[src/rtl/uart_rx_cfg.sv]
// UART receiver: runtime-configurable frame format, majority-vote sampling, and a FWFT receive FIFO.
// Ports: i_clk/i_rst, i_div baud divisor, i_data_len/i_parity/i_stop2 frame format, i_rx serial in,
//   i_rx_req pop, i_err_clr overrun clear, o_rx_* FIFO head, o_overrun, o_break, o_rts.
module uart_rx_cfg #(
  parameter int MaxDataLength = 9,
  parameter int OverSample    = 16,
  parameter int FifoDepth     = 8,
  parameter int DivWidth      = 16
) (
  input  logic                     i_clk,
  input  logic                     i_rst,
  input  logic [DivWidth-1:0]      i_div,
  input  logic [3:0]               i_data_len,
  input  logic [1:0]               i_parity,
  input  logic                     i_stop2,
  input  logic                     i_rx,
  input  logic                     i_rx_req,
  input  logic                     i_err_clr,
  output logic [MaxDataLength-1:0] o_rx_data,
  output logic                     o_rx_rdy,
  output logic                     o_parity_err,
  output logic                     o_frame_err,
  output logic                     o_overrun,
  output logic                     o_break,
  output logic                     o_rts
);

  localparam int OSW = $clog2(OverSample);
  localparam int PW  = $clog2(FifoDepth);
  localparam int EW  = MaxDataLength + 2;

  localparam logic [OSW-1:0] C_LO  = OSW'(OverSample / 2 - 1);
  localparam logic [OSW-1:0] C_MID = OSW'(OverSample / 2);
  localparam logic [OSW-1:0] C_HI  = OSW'(OverSample / 2 + 1);
  localparam logic [OSW-1:0] C_END = OSW'(OverSample - 1);
  localparam logic [PW:0]    C_FULL = (PW+1)'(FifoDepth);
  localparam logic [PW:0]    C_RTS  = (PW+1)'(FifoDepth - 2);

  typedef enum logic [2:0] {
    S_IDLE,
    S_START,
    S_DATA,
    S_PARITY,
    S_STOP,
    S_WAIT
  } state_t;

  state_t r_state;
  state_t w_state_nxt;

  logic                     r_sync1;
  logic                     r_sync2;
  logic                     r_rx_d;
  logic [DivWidth-1:0]      r_div_cnt;
  logic [OSW-1:0]           r_os_cnt;
  logic                     r_s0;
  logic                     r_s1;
  logic [3:0]               r_len;
  logic [1:0]               r_pmode;
  logic                     r_stop2;
  logic [MaxDataLength-1:0] r_data;
  logic [3:0]               r_bit_cnt;
  logic                     r_zero;
  logic                     r_perr;
  logic                     r_ferr;
  logic                     r_stop_idx;
  logic [EW-1:0]            r_mem [FifoDepth];
  logic [PW-1:0]            r_wr_ptr;
  logic [PW-1:0]            r_rd_ptr;
  logic [PW:0]              r_count;
  logic                     r_overrun;
  logic                     r_break;

  logic          w_tick;
  logic          w_fall;
  logic          w_dec;
  logic          w_bit;
  logic          w_pen;
  logic          w_last;
  logic          w_par;
  logic          w_perr_now;
  logic          w_ferr_now;
  logic [3:0]    w_len;
  logic          w_wr;
  logic          w_brk;
  logic          w_to_wait;
  logic          w_empty;
  logic          w_full;
  logic          w_pop;
  logic          w_push;
  logic          w_ovr;
  logic [EW-1:0] w_head;

  // >= keeps a divisor change from stranding the counter above i_div
  assign w_tick = (r_div_cnt >= i_div);
  assign w_fall = r_rx_d & ~r_sync2;
  assign w_dec  = w_tick & (r_os_cnt == C_HI);
  // third sample is taken live at the decision tick
  assign w_bit  = (r_s0 & r_s1) | (r_s0 & r_sync2) | (r_s1 & r_sync2);
  assign w_pen  = (r_pmode == 2'b01) | (r_pmode == 2'b10);
  assign w_last = (r_bit_cnt == r_len - 4'd1);
  assign w_par  = (^r_data) ^ w_bit;
  assign w_perr_now = (r_pmode == 2'b01) ? w_par : ~w_par;
  assign w_ferr_now = r_ferr | ~w_bit;

  assign w_len = (i_data_len < 4'd5) ? 4'd5 :
                 (i_data_len > 4'(MaxDataLength)) ? 4'(MaxDataLength) :
                 i_data_len;

  always_ff @(posedge i_clk) begin
    if (i_rst) begin
      r_state <= S_IDLE;
    end else begin
      r_state <= w_state_nxt;
    end
  end

  always_comb begin
    w_state_nxt = r_state;
    w_wr        = 1'b0;
    w_brk       = 1'b0;
    w_to_wait   = 1'b0;
    unique case (r_state)
      S_IDLE: begin
        if (w_fall) w_state_nxt = S_START;
      end
      S_START: begin
        if (w_dec) w_state_nxt = w_bit ? S_IDLE : S_DATA;
      end
      S_DATA: begin
        if (w_dec && w_last)
          w_state_nxt = w_pen ? S_PARITY : S_STOP;
      end
      S_PARITY: begin
        if (w_dec) w_state_nxt = S_STOP;
      end
      S_STOP: begin
        if (w_dec) begin
          if (!r_stop_idx && r_zero && !w_bit) begin
            w_brk       = 1'b1;
            w_to_wait   = 1'b1;
            w_state_nxt = S_WAIT;
          end else if (r_stop_idx || !r_stop2) begin
            w_wr = 1'b1;
            if (w_ferr_now) begin
              w_to_wait   = 1'b1;
              w_state_nxt = S_WAIT;
            end else begin
              w_state_nxt = S_IDLE;
            end
          end
        end
      end
      S_WAIT: begin
        if (w_tick && r_sync2 && r_os_cnt == C_END)
          w_state_nxt = S_IDLE;
      end
      default: w_state_nxt = S_IDLE;
    endcase
  end

  always_ff @(posedge i_clk) begin
    if (i_rst) begin
      r_sync1    <= 1'b1;
      r_sync2    <= 1'b1;
      r_rx_d     <= 1'b1;
      r_div_cnt  <= '0;
      r_os_cnt   <= '0;
      r_s0       <= 1'b1;
      r_s1       <= 1'b1;
      r_len      <= 4'd8;
      r_pmode    <= 2'b00;
      r_stop2    <= 1'b0;
      r_data     <= '0;
      r_bit_cnt  <= '0;
      r_zero     <= 1'b1;
      r_perr     <= 1'b0;
      r_ferr     <= 1'b0;
      r_stop_idx <= 1'b0;
      r_break    <= 1'b0;
    end else begin
      r_sync1 <= i_rx;
      r_sync2 <= r_sync1;
      r_rx_d  <= r_sync2;
      r_break <= w_brk;

      if (r_state == S_IDLE && w_fall) r_div_cnt <= '0;
      else if (w_tick)                  r_div_cnt <= '0;
      else                              r_div_cnt <= r_div_cnt + 1'b1;

      unique case (r_state)
        S_IDLE: begin
          if (w_fall) r_os_cnt <= '0;
        end
        // counts ticks of continuous idle-high line
        S_WAIT: begin
          if (!r_sync2)    r_os_cnt <= '0;
          else if (w_tick) r_os_cnt <= (r_os_cnt == C_END) ? '0 : r_os_cnt + 1'b1;
        end
        default: begin
          if (w_to_wait)   r_os_cnt <= '0;
          else if (w_tick) r_os_cnt <= (r_os_cnt == C_END) ? '0 : r_os_cnt + 1'b1;
        end
      endcase

      if (w_tick && r_os_cnt == C_LO)  r_s0 <= r_sync2;
      if (w_tick && r_os_cnt == C_MID) r_s1 <= r_sync2;

      if (r_state == S_IDLE && w_fall) begin
        r_len      <= w_len;
        r_pmode    <= i_parity;
        r_stop2    <= i_stop2;
        r_data     <= '0;
        r_bit_cnt  <= '0;
        r_zero     <= 1'b1;
        r_perr     <= 1'b0;
        r_ferr     <= 1'b0;
        r_stop_idx <= 1'b0;
      end

      if (r_state == S_DATA && w_dec) begin
        r_data    <= r_data | ({{(MaxDataLength-1){1'b0}}, w_bit} << r_bit_cnt);
        r_bit_cnt <= r_bit_cnt + 4'd1;
        if (w_bit) r_zero <= 1'b0;
      end

      if (r_state == S_PARITY && w_dec) begin
        r_perr <= w_perr_now;
        if (w_bit) r_zero <= 1'b0;
      end

      if (r_state == S_STOP && w_dec) begin
        r_ferr     <= w_ferr_now;
        r_stop_idx <= 1'b1;
      end
    end
  end

  assign w_empty = (r_count == '0);
  assign w_full  = (r_count == C_FULL);
  assign w_pop   = i_rx_req & ~w_empty;
  assign w_push  = w_wr & (~w_full | w_pop);
  assign w_ovr   = w_wr & w_full & ~w_pop;

  always_ff @(posedge i_clk) begin
    if (w_push) r_mem[r_wr_ptr] <= {r_data, r_perr, w_ferr_now};
  end

  always_ff @(posedge i_clk) begin
    if (i_rst) begin
      r_wr_ptr  <= '0;
      r_rd_ptr  <= '0;
      r_count   <= '0;
      r_overrun <= 1'b0;
    end else begin
      if (w_push) r_wr_ptr <= r_wr_ptr + 1'b1;
      if (w_pop)  r_rd_ptr <= r_rd_ptr + 1'b1;
      if (w_push && !w_pop)      r_count <= r_count + 1'b1;
      else if (w_pop && !w_push) r_count <= r_count - 1'b1;
      if (w_ovr)          r_overrun <= 1'b1;
      else if (i_err_clr) r_overrun <= 1'b0;
    end
  end

  assign w_head       = r_mem[r_rd_ptr];
  assign o_rx_rdy     = ~w_empty;
  assign o_rx_data    = w_empty ? '0 : w_head[EW-1:2];
  assign o_parity_err = w_empty ? 1'b0 : w_head[1];
  assign o_frame_err  = w_empty ? 1'b0 : w_head[0];
  assign o_overrun    = r_overrun;
  assign o_break      = r_break;
  assign o_rts        = (r_count <= C_RTS);

endmodule

[config.mk]
export PLATFORM = sky130hd
export DESIGN_NAME = uart_rx_cfg
export DESIGN_NICKNAME = d
export VERILOG_FILES = /design/src/rtl/uart_rx_cfg.sv
export SDC_FILE = /design/constraint.sdc
export NUM_CORES = 1
export LEC_CHECK = 0
export CAP_MARGIN = 20
export CORE_MARGIN = 3
export CORE_UTILIZATION = 30
export DETAILED_ROUTE_END_ITERATION = 16
export GPL_ROUTABILITY_DRIVEN = 0
export PLACE_DENSITY_LB_ADDON = 0.05
export SYNTH_ARGS = -nofsm -noshare
export SYNTH_HDL_FRONTEND = slang
export SYNTH_SLANG_ARGS = --single-unit
[constraint.sdc]
create_clock -name i_clk -period 3.5 [get_ports i_clk]
set_input_delay 0.35 -clock i_clk [delete_from_list [all_inputs] [get_ports i_clk]]
set_output_delay 0.35 -clock i_clk [all_outputs]
set_load 0.03 [all_outputs]
Word-level counts from Yosys, hierarchy flattened
Memories as Yosys holds them, arrays and structs flattened. A register that Yosys moved wholly into a read port is not among the register bits.
Cells that the tools add are included.
- reduce and logical (&&, ||, !) cells: 30
- add/subtract/negate cells: 8
- magnitude comparators: 4
- muxes and demuxes: 55
- shifts and indexed selects: 1
- bitwise logic cells: 24
- equal/unequal tests: 20
- operators by type and width (cell ; number):
    4-bit two-way mux ; 11
    3-bit two-way mux ; 12
    9-bit two-way mux ; 3
    1-bit two-way mux ; 26
    3-bit case mux with 6 select lines ; 1
    16-bit by 1-bit adder with 16-bit output (second input constant) ; 1
    4-bit == test (second input constant) ; 4
    16-bit greater-or-equal comparator ; 1
    1-bit logical AND ; 13
    4-bit by 1-bit adder with 4-bit output (second input constant) ; 3
    2-bit != test (second input constant) ; 6
    2-bit nonzero test ; 5
    1-bit bitwise AND ; 9
    9-bit OR ; 1
    9-bit XOR reduction ; 1
    1-bit by 4-bit << shifter with 9-bit output ; 1
    1-bit NOT ; 8
    4-bit case mux with 2 select lines ; 1
    4-bit by 1-bit subtractor with 4-bit output (second input constant) ; 2
    7-bit AND reduction ; 1
    3-bit by 1-bit adder with 3-bit output (second input constant) ; 2
    3-bit by 2-bit == test with 1-bit output (second input constant) ; 2
    3-bit == test (second input constant) ; 2
    3-bit OR reduction ; 2
    other kinds (16) ; 24
- register bits after elaboration: 64
- memories kept: 1
- bits of input ports: 28
- memory bits (writable): 88
- output and inout bits: 15
- memory list (memory ; depth ; bits a word ; rd ports ; clocked after memory_dff ; write ports ; RTL line ; text):
    r_mem ; 8 ; 11 ; 1 ; 1 ; 1 ; 67 ; logic [EW-1:0] r_mem [FifoDepth];

Depth between registers and ports, before layout
Gate-level depths: netlist (run 1).
- depth in word-level cells: 13
- mapped depth: 16

Worst setup path after synthesis (run 1)
No wires, ideal clock.
- kind: input port to flip-flop
- from: input port i_div[13]
- to: register r_count[3]
- library setup time: 0.070 ns
- cell stages on the path: 16
- required time: 3.430 ns
- setup slack: -0.072 ns
- path buffers: 1
- arrival time: 3.502 ns
- cells stage by stage: inv_1 -> ha_1 -> nand4_2 -> or3_4 -> or4_1 -> nand3_2 -> and3_1 -> buf_4 -> ha_1 -> inv_1 -> ha_1 -> a21o_1 -> a21oi_1 -> xnor2_1 -> or3_1 -> a21oi_1
- cells in the longest elaborated chain, start to end: 8
- elaborated cells on any way between the ends: 10
- ends and longest elaborated chain (element ; RTL line ; text):
    from (decl) ; 12 ; input logic [DivWidth-1:0] i_div,
    16-bit greater-or-equal comparator (*) ; 95 ; assign w_tick = (r_div_cnt >= i_div);
    1-bit bitwise AND (*) ; 97 ; assign w_dec = w_tick & (r_os_cnt == C_HI);
    1-bit two-way mux (*) ; 138 ; if (w_dec) begin
    1-bit two-way mux (*) ; 123 ; unique case (r_state)
    1-bit bitwise AND (*) ; 242 ; assign w_push = w_wr & (~w_full | w_pop);
    via w_push ; 90 ; logic w_push;
    1-bit zero test ; 259 ; else if (w_pop && !w_push) r_count <= r_count - 1'b1;
    1-bit logical AND ; 259 ;
    2-bit nonzero test (no line) ; n/a ;
    to (signal assigned) ; 258 ; if (w_push && !w_pop) r_count <= r_count + 1'b1;
    to (signal assigned) ; 259 ;
    to (decl) ; 70 ; logic [PW:0] r_count;
Mark *: on every way through the listed nets, which the timed path passes. The rest lies on a longest branch.
A chain may end at the register's enable or synchronous reset.

Worst setup path in the final report (run 1)
- from: input port i_div[12]
- to: register r_count[3]
- cells in the longest elaborated chain, start to end: 8
- elaborated cells on any way between the ends: 10
- ends and longest elaborated chain (element ; RTL line):
    16-bit greater-or-equal comparator (*) ; 95
    1-bit bitwise AND (*) ; 97
    1-bit two-way mux (*) ; 138
    1-bit two-way mux (*) ; 123
    1-bit bitwise AND (*) ; 242
    1-bit zero test ; 259
    1-bit logical AND ; 259
    2-bit nonzero test (no line) ; n/a
Every way passes the cells marked *; elsewhere a longest branch is shown, timed or not.

==> results of run 1 <==
flip-flops by register name (all words and copies together), names as in the netlist, named ones only:
| signal | count |
|---|---|
| r_bit_cnt | 4 |
| r_s1 | 1 |
| r_pmode | 2 |
| r_wr_ptr | 3 |
| r_sync1 | 1 |
| r_rx_d | 1 |
| r_os_cnt | 4 |
| r_len | 4 |
| r_s0 | 1 |
| r_state | 3 |
| o_overrun | 1 |
| r_ferr | 1 |
| r_zero | 1 |
| r_div_cnt | 16 |
| r_perr | 1 |
| r_data | 9 |
| r_mem | 88 |
| r_stop_idx | 1 |
| o_break | 1 |
| r_stop2 | 1 |
| r_rd_ptr | 3 |
| r_sync2 | 1 |
| r_count | 4 |
layout make-up:
type	count	area [µm²]
Fill cell	2279	14100
Sequential cell	155	3980
Multi-Input combinational cell	372	3010
Timing Repair Buffer	77	783
Clock buffer	17	425
Tap cell	313	392
Clock inverter	14	128
Inverter	32	120
cells in the mapped netlist, drive strengths merged (5+ instances only):
cell type	count
a21oi	23
a31oi	6
a32o	5
and3	7
buf	5
clkbuf	16
dfxtp	67
edfxtp	88
ha	28
inv	32
mux2i	13
mux4	22
nand2	36
nand3	17
nand4	5
nor2	59
nor2b	11
nor3	12
o21ai	14
xnor2	21
xor2	13
worst max path at each step:
stage                              endpoint  slack [ns]  depth (start not counted)
CTS                 r_count[3]$_SDFFE_PP0P_        0.01                         16
finish              r_count[3]$_SDFFE_PP0P_        0.09                         16
global route        r_count[3]$_SDFFE_PP0P_       -0.01                         16
global placement    r_count[3]$_SDFFE_PP0P_       -0.35                         16
detailed placement  r_count[3]$_SDFFE_PP0P_       -0.45                         16
floorplan           r_count[3]$_SDFFE_PP0P_        0.03                         16
cells by family after synthesis:
kind of cell	Yosys count
AO/OA/AOI/OAI	84
buffers and inverters	53
XOR/XNOR	35
adder cells (fa/ha/maj)	30
flip-flops	155
multiplexers	37
AND/OR/NAND/NOR	186
through the flow:
stage	TNS, ns	cell area (µm²)
final	0	8840
after global routing	-0.0128	8840
after CTS	0	8750
after detailed placement	-0.806	8200
after global placement	-0.568	8200
after floorplan	0	7120
critical path: stages:
cell                              delay, ns
sky130_fd_sc_hd__clkdlybuf4s50_1       0.47
sky130_fd_sc_hd__inv_1                 0.05
sky130_fd_sc_hd__ha_1                  0.32
sky130_fd_sc_hd__nand4_4               0.08
sky130_fd_sc_hd__or3_4                 0.43
sky130_fd_sc_hd__or4_4                 0.45
sky130_fd_sc_hd__nand3_4               0.12
sky130_fd_sc_hd__and3_4                0.20
sky130_fd_sc_hd__ha_4                  0.12
sky130_fd_sc_hd__inv_1                 0.05
sky130_fd_sc_hd__ha_1                  0.26
sky130_fd_sc_hd__a21o_1                0.19
sky130_fd_sc_hd__a21oi_2               0.14
sky130_fd_sc_hd__xnor2_1               0.09
sky130_fd_sc_hd__or3_1                 0.31
sky130_fd_sc_hd__a21oi_1               0.12
per-layer routing:
metal	vias up	track usage, %
li1	2301	-
met1	2322	18.0
met3	11	2.72
met4	0	3.87
met2	46	22.2
met5	-	0
power by group through the flow:
| stage | sequential [mW] | clock [mW] | combinational, mW |
|---|---|---|---|
| 2_1_floorplan | 2.03 | 0 | 0.587 |
| 3_3_place_gp | 2.06 | 0 | 0.883 |
| 3_5_place_dp | 2.06 | 0 | 0.884 |
| 4_1_cts | 2.02 | 1.79 | 0.889 |
| 5_1_grt | 2.03 | 1.87 | 0.990 |
| 6_report | 2.02 | 1.73 | 0.889 |
cells in the final DEF, fill, tap and decap left out, types with 3 or more instances in the layout:
cell type | Yosys | final
sky130_fd_sc_hd__edfxtp_1 | 88 | 88
sky130_fd_sc_hd__nand4_1 | 4 | 4
sky130_fd_sc_hd__o21a_1 | 3 | 3
sky130_fd_sc_hd__xnor2_1 | 21 | 21
sky130_fd_sc_hd__xor2_1 | 13 | 13
sky130_fd_sc_hd__nand2_1 | 36 | 36
sky130_fd_sc_hd__inv_1 | 31 | 31
sky130_fd_sc_hd__inv_8 | 0 | 5
sky130_fd_sc_hd__or4_1 | 4 | 3
sky130_fd_sc_hd__a21o_1 | 3 | 3
sky130_fd_sc_hd__and2_1 | 3 | 3
sky130_fd_sc_hd__a32o_1 | 5 | 5
sky130_fd_sc_hd__dfxtp_1 | 67 | 67
sky130_fd_sc_hd__mux2i_1 | 13 | 13
sky130_fd_sc_hd__nor2_1 | 59 | 59
sky130_fd_sc_hd__clkbuf_16 | 0 | 17
sky130_fd_sc_hd__o21ai_0 | 13 | 13
sky130_fd_sc_hd__and4_1 | 4 | 4
sky130_fd_sc_hd__ha_4 | 0 | 4
sky130_fd_sc_hd__inv_6 | 0 | 3
sky130_fd_sc_hd__mux4_2 | 22 | 22
sky130_fd_sc_hd__clkdlybuf4s50_1 | 0 | 42
sky130_fd_sc_hd__or3_1 | 3 | 3
sky130_fd_sc_hd__nand3b_1 | 4 | 4
sky130_fd_sc_hd__and4b_1 | 3 | 3
sky130_fd_sc_hd__nand3_1 | 16 | 16
sky130_fd_sc_hd__ha_1 | 28 | 24
sky130_fd_sc_hd__nor3_1 | 11 | 11
sky130_fd_sc_hd__a31oi_1 | 6 | 6
sky130_fd_sc_hd__nand2b_1 | 4 | 4
sky130_fd_sc_hd__buf_4 | 1 | 27
sky130_fd_sc_hd__buf_12 | 0 | 8
sky130_fd_sc_hd__clkinv_4 | 0 | 3
sky130_fd_sc_hd__a22oi_1 | 4 | 4
sky130_fd_sc_hd__and3_1 | 7 | 6
sky130_fd_sc_hd__a21oi_1 | 23 | 22
sky130_fd_sc_hd__o311ai_1 | 3 | 3
sky130_fd_sc_hd__nor2b_1 | 11 | 11
timing repair:
action / 4_1_cts / 5_1_grt
buffers inserted: 0 / 3
resized for setup: 1 / 7
pin swaps: 0 / 7
endpoints found under the setup margin: 1 / 1
==> out/summary.json, run 1 <==
{
  "outcome": {"value": "complete, no violations"},
  "synth_area_in_adders": {"value": 5.35, "unit": "%"},
  "seq_area_frac_synth": {"value": 56.0, "unit": "%"},
  "setup.worst_path.end_class": {"value": "register"},
  "yosys.area_share.xor_xnor": {"value": 4.52, "unit": "%"},
  "maxCapViolations": {"value": 0},
  "netlist_area": {"value": 7110, "unit": "µm²"},
  "finalPower": {"value": 4.64, "unit": "mW"},
  "routed-wl-met2": {"value": 8.05, "unit": "mm"},
  "yosys-top-cells-area": {"value": "sky130_fd_sc_hd__edfxtp_1 37%, sky130_fd_sc_hd__dfxtp_1 19%, sky130_fd_sc_hd__mux4_2 7.0%"},
  "io_buffer_count": {"value": 42},
  "arrival": {"value": 3.76, "unit": "ns"},
  "clk_root_buffer_cell": {"value": "sky130_fd_sc_hd__clkbuf_16"},
  "route.detailed.vias_per_inst": {"value": 4.78},
  "core_box_area": {"value": 23000, "unit": "µm²"},
  "dp_slack": {"value": -0.448, "unit": "ns"},
  "crit_path_start_kind": {"value": "input pin"},
  "synth_top_cell_area_share": {"value": 37.2, "unit": "%"},
  "synthCells": {"value": 580},
  "p_int": {"value": 3.28, "unit": "mW"},
  "pin_count_of_the_biggest_net_entering_global_routing": {"value": 35},
  "finalCoreUtilization": {"value": 38.5, "unit": "%"},
  "reg2reg_setup_slack": {"value": 0.19, "unit": "ns"},
  "worst_r2r_path_depth": {"value": 14},
  "min_delay_worst_endpoint": {"value": "r_sync2$_SDFF_PP1_"},
  "power_frac_comb": {"value": 19.2, "unit": "%"},
  "timing.final.hold_violations": {"value": 0},
  "post-synth-top-area-cell": {"value": "sky130_fd_sc_hd__edfxtp_1"},
  "cts_max_level": {"value": 4},
  "holdCritPathClass": {"value": "reg -> reg"},
  "synth-edff-count": {"value": 88},
  "postLayoutSetupSlackWorst": {"value": 0.0909, "unit": "ns"},
  "rr_endpoint": {"value": "r_count[3]$_SDFFE_PP0P_"},
  "yosys_most_used_dff": {"value": "sky130_fd_sc_hd__edfxtp_1"},
  "synth_to_layout_area_growth": {"value": 24.3, "unit": "%"},
  "worst_hold_startpoint": {"value": "r_sync1$_SDFF_PP1_"},
  "drt_iter0_markers": {"value": 214},
  "clock_tree_from_tritoncts": {"value": "done"},
  "die_width": {"value": 160, "unit": "µm"},
  "grt.total_usage": {"value": 13.4, "unit": "%"},
  "min_period_over_period": {"value": 97.4, "unit": "%"},
  "highest_layer": {"value": "met4"},
  "max_freq": {"value": 0.293, "unit": "GHz"},
  "final_layout_size_suffix_gt1_share": {"value": 16.2, "unit": "%"},
  "synth_compound_gate_area_share": {"value": 8.36, "unit": "%"},
  "routed_wire_length": {"value": 16.4, "unit": "mm"},
  "place_hpwl": {"value": 11.3, "unit": "mm"},
  "finalNetCount": {"value": 712},
  "power.share.sequential": {"value": 43.5, "unit": "%"},
  "number_of_cell_rows": {"value": 55},
  "detailroute.wirelength.met3": {"value": 323, "unit": "µm"},
  "crit_type": {"value": "in -> reg"},
  "relative_slew_slack": {"value": 38.1, "unit": "%"},
  "cts-root-to-sink-buffers": {"value": 2},
  "worstPathRequired": {"value": 3.85, "unit": "ns"},
  "main_combinational_cell_family_by_area_after_synthesis": {"value": "simple AND/OR/NAND/NOR gates"},
  "cts-buffers-inserted": {"value": 17},
  "detail_route.wl_per_cell": {"value": 16.8, "unit": "µm"},
  "grt_pass1_wl": {"value": 27.1, "unit": "mm"},
  "initial_antenna_violation_count": {"value": 0},
  "antennaDiodeCount": {"value": 0},
  "ant_nets": {"value": 0},
  "synth.ff_latch_count": {"value": 155},
  "design.die.area": {"value": 25600, "unit": "µm²"},
  "min_delay_path_depth": {"value": 1},
  "synth.mux.area_fraction": {"value": 9.12, "unit": "%"},
  "p_sw_share": {"value": 29.3, "unit": "%"},
  "first_global_vias": {"value": 4948},
  "worst_setup_hold_path_clk_slew": {"value": 0.06, "unit": "ns"},
  "clk-insertion-delay-late": {"value": 0.42, "unit": "ns"},
  "dp_cells": {"value": 946},
  "async_reset_ff_share": {"value": 0, "unit": "%"},
  "drc": {"value": 0},
  "fin_cells": {"value": 980},
  "grt_overflow_total": {"value": 0},
  "initial_utilization": {"value": 30.9, "unit": "%"},
  "cts-hold-fix-buffers": {"value": 0},
  "timing_worst_slew_pin_value": {"value": 0.925, "unit": "ns"},
  "static-leakage-power": {"value": 3.24, "unit": "nW"},
  "reg2reg_launch_point": {"value": "r_div_cnt[14]$_SDFF_PP0_"},
  "critPathLaunch": {"value": "i_div[12]"},
  "power.density": {"value": 525, "unit": "nW/µm²"},
  "fin_hold_ws": {"value": 0.413, "unit": "ns"},
  "ys_types": {"value": 74},
  "power.net_switching": {"value": 1.36, "unit": "mW"},
  "power.share.clock": {"value": 37.3, "unit": "%"},
  "mean_instance_size_in_the_synthesized_netlist": {"value": 12.3, "unit": "µm²"},
  "vias": {"value": 4680},
  "finalCriticalPeriod": {"value": 3.41, "unit": "ns"},
  "synth_nets": {"value": 637},
  "first_pass_detailed_route_iteration_total": {"value": 4},
  "synthSimpleGateAreaFrac": {"value": 13.7, "unit": "%"},
  "worstPathMaxFanout": {"value": 4},
  "vdd_drop_max": {"value": 0.268, "unit": "mV"},
  "ios": {"value": 43},
  "tritoncts_num_sinks": {"value": 155},
  "setup_viol": {"value": 0},
  "yosys_warnings": {"value": 0},
  "timing_max_transition_violations_final": {"value": 0},
  "floorplan.die.height": {"value": 160, "unit": "µm"},
  "fin_worst_skew": {"value": 0.0128, "unit": "ns"},
  "routedLengthMet1": {"value": 7.91, "unit": "mm"}
}
Note: power is estimated with default switching activity, not from simulation.
==> run 2, diff against run 1 <==
--- a/config.mk
+++ b/config.mk
@@ -9,6 +9,7 @@
 export CORE_MARGIN = 3
 export CORE_UTILIZATION = 30
 export DETAILED_ROUTE_END_ITERATION = 16
+export DONT_BUFFER_PORTS = 1
 export GPL_ROUTABILITY_DRIVEN = 0
 export PLACE_DENSITY_LB_ADDON = 0.05
 export SYNTH_ARGS = -nofsm -noshare
==> constraint.sdc (replaced) <==
create_clock -name i_clk -period 3.1 [get_ports i_clk]
set_input_delay 0.31 -clock i_clk [delete_from_list [all_inputs] [get_ports i_clk]]
set_output_delay 0.31 -clock i_clk [all_outputs]
set_load 0.03 [all_outputs]
==> out/summary.json, run 2 (synthesized netlist as in run 1, its figures left out) <==
{
  "outcome": {"value": "finished with violations"},
  "failed_checks": {"value": "negative setup slack"},
  "worst_setup_ep": {"value": "r_count[3]$_SDFFE_PP0P_"},
  "crit_type": {"value": "reg -> reg"},
  "vdd_drop_max": {"value": 0.439, "unit": "mV"},
  "die_width": {"value": 160, "unit": "µm"},
  "dp_cells": {"value": 914},
  "rsz0062_at_grt": {"value": "true"},
  "worstPathRequired": {"value": 3.45, "unit": "ns"},
  "biggestRegsByFlops": {"value": "r_mem: 88 flops, r_div_cnt: 16 flops, r_data: 9 flops"},
  "critical-path-top-delay-family": {"value": "simple AND/OR/NAND/NOR gates"},
  "max_freq": {"value": 0.315, "unit": "GHz"},
  "detail_route.wl_per_cell": {"value": 17.6, "unit": "µm"},
  "reg2reg_launch_point": {"value": "r_div_cnt[8]$_SDFF_PP0_"},
  "dp_slack": {"value": -0.119, "unit": "ns"},
  "holdCritPathClass": {"value": "in -> reg"},
  "fin_cells": {"value": 954},
  "worst_setup_hold_path_clk_slew": {"value": 0.07, "unit": "ns"},
  "p_sw_share": {"value": 31.9, "unit": "%"},
  "power_frac_comb": {"value": 24.7, "unit": "%"},
  "pin_count_of_the_biggest_net_entering_global_routing": {"value": 29},
  "timing.final.hold_violations": {"value": 0},
  "postLayoutSetupSlackWorst": {"value": -0.0716, "unit": "ns"},
  "finalCriticalPeriod": {"value": 3.17, "unit": "ns"},
  "tritoncts_num_sinks": {"value": 155},
  "grt_overflow_total": {"value": 0},
  "finalNetCount": {"value": 685},
  "io_buffer_count": {"value": 0},
  "place_hpwl": {"value": 11.2, "unit": "mm"},
  "antennaDiodeCount": {"value": 0},
  "power.net_switching": {"value": 1.85, "unit": "mW"},
  "cts_max_level": {"value": 4},
  "setup.worst_path.end_class": {"value": "register"},
  "maxCapViolations": {"value": 0},
  "clock_tree_from_tritoncts": {"value": "done"},
  "cpPeakStageDelay": {"value": 0.45, "unit": "ns"},
  "reg2reg_setup_slack": {"value": -0.07, "unit": "ns"},
  "ant_nets": {"value": 0},
  "design.die.area": {"value": 25600, "unit": "µm²"},
  "routed_wire_length": {"value": 16.8, "unit": "mm"},
  "rr_endpoint": {"value": "r_count[3]$_SDFFE_PP0P_"},
  "initial_utilization": {"value": 30.9, "unit": "%"},
  "clk-insertion-delay-late": {"value": 0.42, "unit": "ns"},
  "largest_register_ff_count": {"value": 88},
  "drc": {"value": 0},
  "initial_antenna_violation_count": {"value": 0},
  "crit_path_top_delay_cell": {"value": "sky130_fd_sc_hd__or4_4"},
  "first_global_vias": {"value": 4665},
  "cts-root-to-sink-buffers": {"value": 2},
  "grt.total_usage": {"value": 13.4, "unit": "%"},
  "critPathLaunch": {"value": "r_div_cnt[8]$_SDFF_PP0_"},
  "fillers": {"value": 2281},
  "relative_slew_slack": {"value": 42.2, "unit": "%"},
  "power.share.sequential": {"value": 39.3, "unit": "%"},
  "grt_pass1_wl": {"value": 26.4, "unit": "mm"},
  "p_int": {"value": 3.95, "unit": "mW"},
  "clk_root_buffer_cell": {"value": "sky130_fd_sc_hd__clkbuf_16"},
  "fin_hold_ws": {"value": 0.0285, "unit": "ns"},
  "power.density": {"value": 678, "unit": "nW/µm²"},
  "crit_path_start_kind": {"value": "register"},
  "worstPathMaxFanout": {"value": 6},
  "vias": {"value": 4585},
  "floorplan.die.height": {"value": 160, "unit": "µm"},
  "critical_path_depth": {"value": 14},
  "timing_max_transition_violations_final": {"value": 0},
  "synth_to_layout_area_growth": {"value": 20.5, "unit": "%"},
  "setup_viol": {"value": 1},
  "commonest_non_fill_non_tap_cells_in_the_layout": {"value": "88 x sky130_fd_sc_hd__edfxtp_1, 60 x sky130_fd_sc_hd__dfxtp_1, 59 x sky130_fd_sc_hd__nor2_1"},
  "first_pass_detailed_route_iteration_total": {"value": 4},
  "chain_of_cells_forming_the_critical_path": {"value": "ha_1 > nand2_1 > or3_4 > or4_4 > nand3_4 > and3_4 > ha_4 > inv_4 > ha_4 > a21o_1 > a21oi_2 > xnor2_1 > or3_1 > a21oi_1"},
  "power.share.clock": {"value": 36.0, "unit": "%"},
  "largest-register": {"value": "r_mem"},
  "number_of_cell_rows": {"value": 55},
  "route.detailed.vias_per_inst": {"value": 4.81},
  "worst_r2r_path_depth": {"value": 14},
  "cts-buffers-inserted": {"value": 17},
  "arrival": {"value": 3.52, "unit": "ns"},
  "ios": {"value": 43},
  "finalPower": {"value": 5.81, "unit": "mW"},
  "timing_worst_slew_pin_value": {"value": 0.860, "unit": "ns"},
  "crit_top_cell": {"value": "sky130_fd_sc_hd__ha_4"},
  "min_period_over_period": {"value": 102, "unit": "%"},
  "final_common_cell": {"value": "sky130_fd_sc_hd__edfxtp_1"},
  "cp.buffers_inverters": {"value": 1},
  "drt_iter0_markers": {"value": 183},
  "fin_worst_skew": {"value": 0.0107, "unit": "ns"},
  "static-leakage-power": {"value": 3.08, "unit": "nW"},
  "final_layout_size_suffix_gt1_share": {"value": 20.9, "unit": "%"},
  "core_box_area": {"value": 23000, "unit": "µm²"},
  "min_delay_path_depth": {"value": 2}
}
[run 2: layout make-up]
| cell class | count | area [µm²] | area share (%) |
|---|---|---|---|
| Timing Repair Buffer | 50 | 413 | 4.82 |
| Clock inverter | 15 | 166 | 1.94 |
| Multi-Input combinational cell | 372 | 3060 | 35.7 |
| Tap cell | 313 | 392 | 4.57 |
| Clock buffer | 17 | 425 | 4.96 |
| Inverter | 32 | 123 | 1.43 |
| Sequential cell | 155 | 3990 | 46.6 |
[run 2: repair_timing]
item / CTS / global route
buffers inserted: 0 / 2
hold buffers: 6 / 0
gates resized for setup: 1 / 2
endpoints found under the setup margin: 1 / 2
pin swaps: 0 / 3
endpoints found under the hold margin: 33 / 0
[run 2: worst min-delay path by stage]
stage | start | to
4_1_cts | i_parity[1] | r_pmode[1]$_SDFFE_PP0P_
3_3_place_gp | i_rst | r_count[3]$_SDFFE_PP0P_
2_1_floorplan | r_sync1$_SDFF_PP1_ | r_sync2$_SDFF_PP1_
5_1_grt | i_parity[0] | r_pmode[0]$_SDFFE_PP0P_
6_report | i_parity[1] | r_pmode[1]$_SDFFE_PP0P_
3_5_place_dp | i_rst | o_overrun$_SDFFE_PP0P_
[run 2: power by group through the flow]
stage	clock [mW]	sequential, mW	combinational (mW)
final	2.09	2.28	1.44
after global routing	2.24	2.29	1.58
after CTS	2.15	2.28	1.47
after detailed placement	0	2.33	1.44
after global placement	0	2.32	1.43
after floorplan	0	2.30	1.02
[run 2: layer usage]
layer  share of wire [%]  wire, µm  track usage (%)  vias up
li1                    -         -                -     2249
met1                  48      7990             17.6     2258
met2                  49      8140             22.5       62
met3                 2.0       341             2.26       16
met4                 1.7       278             4.38        0
met5                   0         0                0        -
[run 2: worst register-to-register path: cells and delay by family, from the launching register on]
family	cells	cell delay, ns
and+or+nand+nor	6	1.55
adders and majority gates	3	0.61
AOI/OAI and AO/OA	3	0.44
DFF	1	0.35
xor gates and xnor gates	1	0.10
buffers and inverters	1	0.04
[run 2: per-stage QoR]
step	util, %	setup TNS, ns	instance area [µm²]
floorplan	-	-0.0683	7240
global placement	34.3	0	7880
detailed placement	34.3	-0.119	7880
CTS	37.2	-0.0976	8540
global route	37.3	-0.169	8570
finish	37.3	-0.0716	8570
